--- config.mk ---
export PLATFORM = sky130hd
export DESIGN_NAME = next_addr_logic
export DESIGN_NICKNAME = d
export VERILOG_FILES = /design/src/rtl/ctrl_pkg.sv /design/src/rtl/next_addr_mux.sv /design/src/rtl/next_addr_logic.sv
export SDC_FILE = /design/constraint.sdc
export NUM_CORES = 1
export LEC_CHECK = 0
export ABC_AREA = 1
export CAP_MARGIN = 0
export CELL_PAD_IN_SITES_DETAIL_PLACEMENT = 1
export CELL_PAD_IN_SITES_GLOBAL_PLACEMENT = 2
export CORE_MARGIN = 10
export CORE_UTILIZATION = 12
export CTS_CLUSTER_DIAMETER = 150
export DETAILED_ROUTE_END_ITERATION = 7
export MAX_ROUTING_LAYER = met4
export PLACE_DENSITY = 0.81
export SYNTH_ARGS = -nofsm -noshare
export SYNTH_HDL_FRONTEND = slang
export SYNTH_HIERARCHICAL = 1
export SYNTH_SLANG_ARGS = --single-unit
--- constraint.sdc ---
create_clock -name clk -period 1.4 [get_ports clk]
set_input_delay 0.14 -clock clk [delete_from_list [all_inputs] [get_ports clk]]
set_output_delay 0.14 -clock clk [all_outputs]
set_load 0.01 [all_outputs]
--- src/rtl/ctrl_pkg.sv ---
// rtl/ctrl_pkg.sv - shared micro-address constants for the control unit
package ctrl_pkg;
    localparam int ADDR_W = 5;

    typedef logic [ADDR_W-1:0] uaddr_t;

    localparam uaddr_t FETCH1  = 5'd0;
    localparam uaddr_t FETCH2  = 5'd1;
    localparam uaddr_t JMPNZY1 = 5'd10;
    localparam uaddr_t JMPNZN1 = 5'd13;
    localparam uaddr_t SUB1    = 5'd19;
    localparam uaddr_t LOAD1   = 5'd21;
    localparam uaddr_t LOAD2   = 5'd22;
    localparam uaddr_t LOAD3   = 5'd23;
endpackage

--- src/rtl/next_addr_mux.sv ---
// rtl/next_addr_mux.sv - combinational micro-address source select
module next_addr_mux
    import ctrl_pkg::*;
#(
    parameter int                          ADDR_W          = ctrl_pkg::ADDR_W,
    parameter logic [ctrl_pkg::ADDR_W-1:0] JMPNZ_ADDR      = ctrl_pkg::JMPNZY1,
    parameter logic [ctrl_pkg::ADDR_W-1:0] JMPNZ_SKIP_ADDR = ctrl_pkg::JMPNZN1
) (
    input  logic              br,
    input  logic              z,
    input  logic [ADDR_W-1:0] ir,
    input  logic [ADDR_W-1:0] na,
    output logic [ADDR_W-1:0] next_addr
);

    // na is only read on the br=0 branch so an undriven field during dispatch cannot leak
    always_comb begin
        next_addr = ir;
        if (!br) begin
            next_addr = na;
        end else if ((ir == JMPNZ_ADDR) && z) begin
            next_addr = JMPNZ_SKIP_ADDR;
        end
    end

endmodule

--- src/rtl/next_addr_logic.sv ---
// rtl/next_addr_logic.sv - microsequencer next-address select and micro-PC register
module next_addr_logic
    import ctrl_pkg::*;
#(
    parameter int                          ADDR_W          = ctrl_pkg::ADDR_W,
    parameter logic [ctrl_pkg::ADDR_W-1:0] FETCH1_ADDR     = ctrl_pkg::FETCH1,
    parameter logic [ctrl_pkg::ADDR_W-1:0] JMPNZ_ADDR      = ctrl_pkg::JMPNZY1,
    parameter logic [ctrl_pkg::ADDR_W-1:0] JMPNZ_SKIP_ADDR = ctrl_pkg::JMPNZN1
) (
    input  logic              clk,
    input  logic              rst_n,
    input  logic              z,
    input  logic [ADDR_W-1:0] ir,
    input  logic [ADDR_W-1:0] na,
    input  logic              br,
    output logic [ADDR_W-1:0] next_addr,
    output logic [ADDR_W-1:0] out
);

    logic [ADDR_W-1:0] out_d;
    logic [ADDR_W-1:0] out_q;

    next_addr_mux #(
        .ADDR_W          (ADDR_W),
        .JMPNZ_ADDR      (JMPNZ_ADDR),
        .JMPNZ_SKIP_ADDR (JMPNZ_SKIP_ADDR)
    ) u_mux (
        .br        (br),
        .z         (z),
        .ir        (ir),
        .na        (na),
        .next_addr (next_addr)
    );

    // Reset wins over every selection input so the sequencer always restarts at fetch
    always_comb begin
        out_d = next_addr;
        if (!rst_n) begin
            out_d = FETCH1_ADDR;
        end
    end

    always_ff @(posedge clk) begin
        out_q <= out_d;
    end

    assign out = out_q;

endmodule

; ---- After elaboration in Yosys (flattened, before gate mapping)
; Cells that the tools add are included.
[totals]
reg_bits = 5
latchBits = 0
ramBits = 0
romBits = 0
memories = 0
[op_classes]
add_sub_neg = 0
n_mul = 0
div = 0
n_lt_le_gt_ge = 0
eq_ne = 1
shifts = 0
muxes = 2
bitwise = 0
reduce_logical = 1
[ops]
columns = cell, n
row1 = two-way mux 5 bit, 2
row2 = == test 5 x 4 -> 1 bit (second input constant), 1
row3 = logical AND 1 bit, 1

; ---- Logic depth before layout (Yosys ltp)
[depth]
word_depth = 4
depth_mapped = 7

; ---- By module
; Netlist, hierarchy kept.
[by_module_without_submodules]
columns = mod, n_inst, cells_each, area_each_um2, seq_area_each_um2
row1 = next_addr_logic, 1, 15, 137.6, 100.1
row2 = next_addr_mux, 1, 24, 101.3, 0.0

; ---- Worst setup path after synthesis
; OpenSTA, ideal clock, no wires.
[synth_timing]
path_kind = in2reg
start = input ir[4]
end = register out_q[0] (netlist: out[0])
setup_time_ns = 0.057
arrival_ns = 0.729
required_ns = 1.343
slack_ns = 0.614
cell_stages = 5
n_path_buf = 0
path_cell_list = nor2_1 nand3_2 a21oi_1 nand2_1 inv_1
[synth_between]
elab_chain_cells = 4
[synth_lines]
columns = element, line
row1 = "start, declared", next_addr_logic.sv:13  ; input logic [ADDR_W-1:0] ir,
row2 = == test 5 x 4 -> 1 bit, next_addr_mux.sv:21  ; end else if ((ir == JMPNZ_ADDR) && z) begin
row3 = logical AND 1 bit, next_addr_mux.sv:21
row4 = two-way mux 5 bit, next_addr_mux.sv:21
row5 = two-way mux 5 bit, next_addr_mux.sv:19  ; if (!br) begin
row6 = via next_addr[0], next_addr_logic.sv:16  ; output logic [ADDR_W-1:0] next_addr,
row7 = "end signal, assigned", next_addr_logic.sv:44  ; out_q <= out_d;
row8 = "end, declared", next_addr_logic.sv:21  ; logic [ADDR_W-1:0] out_q;
; The timed path passes the listed nets, and every way through them passes these cells.
; A chain may end at the register's enable or synchronous reset.

; ---- Worst setup path after layout
[layout_timing]
start = input ir[3]
end = output next_addr[0]
[layout_between]
elab_chain_cells = 4
[layout_lines]
columns = element, line
row1 = == test 5 x 4 -> 1 bit, next_addr_mux.sv:21
row2 = logical AND 1 bit, next_addr_mux.sv:21
row3 = two-way mux 5 bit, next_addr_mux.sv:21
row4 = two-way mux 5 bit, next_addr_mux.sv:19
row5 = "end, declared", next_addr_logic.sv:16
; No other way between the ends.

==> impl_metrics.toml <==
[power]
powerDensity_nw_per_um2 = 789
power_switching_share_pct = 25.0
finalPower_mw = 0.457
reported_net_switching_power_mw = 0.114
p_leak_nw = 0.314
combPwrFrac_pct = 30.0
share_clk_of_total_power_pct = 36.1
vdd_ir_drop_max_mv = 0.367
intPower_mw = 0.343
seq_power_share_pct = 33.9

[drt]
drt_pass1_iterations = 3
wl_per_cell_um = 10.2
avgViaCountPerCell = 3.38
vias = 335
route.detailed.drc = 0
route.final.wire_length_um = 1010
drt_iter0_drc = 14
antenna_violating_nets_post_route = 0

[floorplan]
total_number_of_placement_rows = 16
starting_utilization_of_the_core_area_pct = 12.4
io-pin-count = 24
die_area_um2 = 4180
die_width_um = 64.6
fp.dieH_um = 64.6
core-area_um2 = 1920

[synth]
syn-instance-count = 39
area_of_the_mapped_netlist_um2 = 239
synth.mux.area_fraction_pct = 0
synth-compound-area-share_pct = 4.19
synth_simple_gate_area_share_pct = 39.8
synth_xor_area_share_pct = 0
synth_top_family_by_area = "simple AND/OR/NAND/NOR gates"
post_synth.cell_area_avg_um2 = 6.13
syn-num-nets = 53
synth_cell_type_count = 8
synthesis_stage_register_bit_count = 5
ys_seq_area_share_pct = 41.9
synth.yosys.warnings = 6
synth_fa_ha_area_share_pct = 0

[min_path]
hold_start = "ir[1]"
hold_path_class = "input port to flop"
hold-path-cell-count = 7
min_to = "out[2]"

[clock_network]
cts_post_setup_buffers_inserted = 0
ctsRootBufferMaster = "sky130_fd_sc_hd__clkbuf_4"
cts_buffers = 3
cts.reportedPaths.clkPinSlew_ns = 0.04
clock_tree.htree_level_count = 1
clock-sinks = 5
tritoncts_clock_tree = "done"
cts.path.max_buffers = 2

[global_routing]
largest_net_degree_at_the_start_of_global_routing = 6
grt_antenna_before_repair = 0
globalRoute.totalOverflow = 0
grt_pass1_wl_um = 1680
vias_in_the_first_global_route = 412
grt_use_total_pct = 5.32

[critical_path]
worst_ep_required_time_ns = 1.26
worst_endpoint_data_arrival_time_ns = 1.17
cp_max_fo = 3
crit_type = "input port to output pin"
endpoint_kind = "output pin"
critPathLaunchType = "input port"

[layout]
largest_register_ffs = 5
seqCellArea_um2 = 100
multiInputGateArea_um2 = 120
post_route_cells_drive_above_1_share_pct = 23.6
design_area_um2 = 579
nets = 87
number_of_antenna_cells_inserted = 0
area_growth_pct = 142
filler_cell_count = 258

[sta]
final_max_tran_viols = 0
period_share_pct = 93.4
postLayoutSetupSlackWorst_ns = 0.0919
relSlewSlack_pct = 87.0
setup_tns_ns = 0
rsz0062_at_grt = "false"
worst_pin_slew_ns = 0.195
fmax_ghz = 0.764
final_hold_viol_count = 0
period_minus_slack_ns = 1.31
finalSetupViolations = 0

[job]
max-cap-violations = 0

[placement]
port-buffer-count = 23
hpwlAfterDp_um = 871
gpl.final_weighted_congestion = 0.667
place_ws_ns = -0.387
placement.cell_area_um2 = 548

[status]
run_status = "completed"
[cell families (layout without fill, tap and decap cells)]
family                 after synthesis  after routing
buffers and inverters                9             42
flip-flops                           5              5
AO/OA/AOI/OAI                        2              2
AND/OR/NAND/NOR                     23             23
[power groups by stage]
| stage | clock [mW] | combinational [mW] | sequential, mW |
|---|---|---|---|
| after detailed placement | 0 | 0.145 | 0.157 |
| after global routing | 0.187 | 0.152 | 0.156 |
| after global placement | 0 | 0.143 | 0.157 |
| final | 0.165 | 0.137 | 0.155 |
| after CTS | 0.177 | 0.140 | 0.155 |
| after floorplan | 0 | 0.0333 | 0.163 |
[worst max path at each step]
stage	startpoint	to	slack [ns]	cells after the start
after floorplan	ir[4]	out[0]	0.61	5
after global placement	ir[3]	next_addr[0]	-0.36	6
after detailed placement	ir[3]	next_addr[0]	-0.39	6
after CTS	ir[3]	next_addr[0]	-0.04	6
after global routing	ir[3]	next_addr[0]	0.01	6
final	ir[3]	next_addr[0]	0.09	6
[cells in the final DEF (no fill, tap or decap)]
master and instances:
sky130_fd_sc_hd__clkbuf_4 3, sky130_fd_sc_hd__dlygate4sd2_1 3, sky130_fd_sc_hd__nor2_2 1, sky130_fd_sc_hd__clkdlybuf4s50_1 16, sky130_fd_sc_hd__clkbuf_2 1, sky130_fd_sc_hd__nor2_1 5
sky130_fd_sc_hd__inv_1 8, sky130_fd_sc_hd__buf_2 1, sky130_fd_sc_hd__dfxtp_1 5, sky130_fd_sc_hd__a21oi_2 1, sky130_fd_sc_hd__dlymetal6s2s_1 1, sky130_fd_sc_hd__nand3_2 1
sky130_fd_sc_hd__nand2_1 16, sky130_fd_sc_hd__buf_4 6, sky130_fd_sc_hd__inv_2 1, sky130_fd_sc_hd__a21oi_4 1, sky130_fd_sc_hd__clkbuf_1 1, sky130_fd_sc_hd__buf_6 1
[Yosys cell counts, drive strengths merged]
library cell,number,share of area [%]
dfxtp,5,42
a21oi,2,4.2
inv,9,14
nand2,16,25
nand3,1,4.2
nor2,6,10
[per-stage QoR]
step           util [%]  hold slack [ns]  cells
6_report           30.1            0.436     99
5_1_grt            30.1            0.470     99
4_1_cts            29.9            0.532     99
3_5_place_dp       28.5            0.818     95
3_3_place_gp       28.5            0.801     95
2_1_floorplan         -            0.233     39
[timing repair]
item / 4_1_cts / 5_1_grt
hold endpoints to repair: 0 / 0
resized for setup: 14 / 5
hold buffers: 0 / 0
pin swaps: 0 / 2
endpoints found under the setup margin: 5 / 2
[metal layers]
layer | global-route usage, % | wire, um | vias up
met3 | 2.06 | 57 | 0
met5 | - | 0 | -
met4 | 2.41 | 0 | 0
met1 | 4.84 | 401 | 146
li1 | - | - | 176
met2 | 9.61 | 549 | 13
[worst max-delay path, cell delays in order]
cell and delay, ns:
sky130_fd_sc_hd__clkdlybuf4s50_1 0.48, sky130_fd_sc_hd__nand2_1 0.06, sky130_fd_sc_hd__inv_1 0.07, sky130_fd_sc_hd__nand3_2 0.11, sky130_fd_sc_hd__a21oi_4 0.19, sky130_fd_sc_hd__buf_6 0.12
[cell type report]
class,instances,area share (%)
Multi-Input combinational cell,25,20.7
Clock buffer,4,4.54
Timing Repair Buffer,29,45.8
Inverter,9,5.83
Tap cell,27,5.83
Sequential cell,5,17.3
Note: power is estimated with default switching activity, not from simulation.
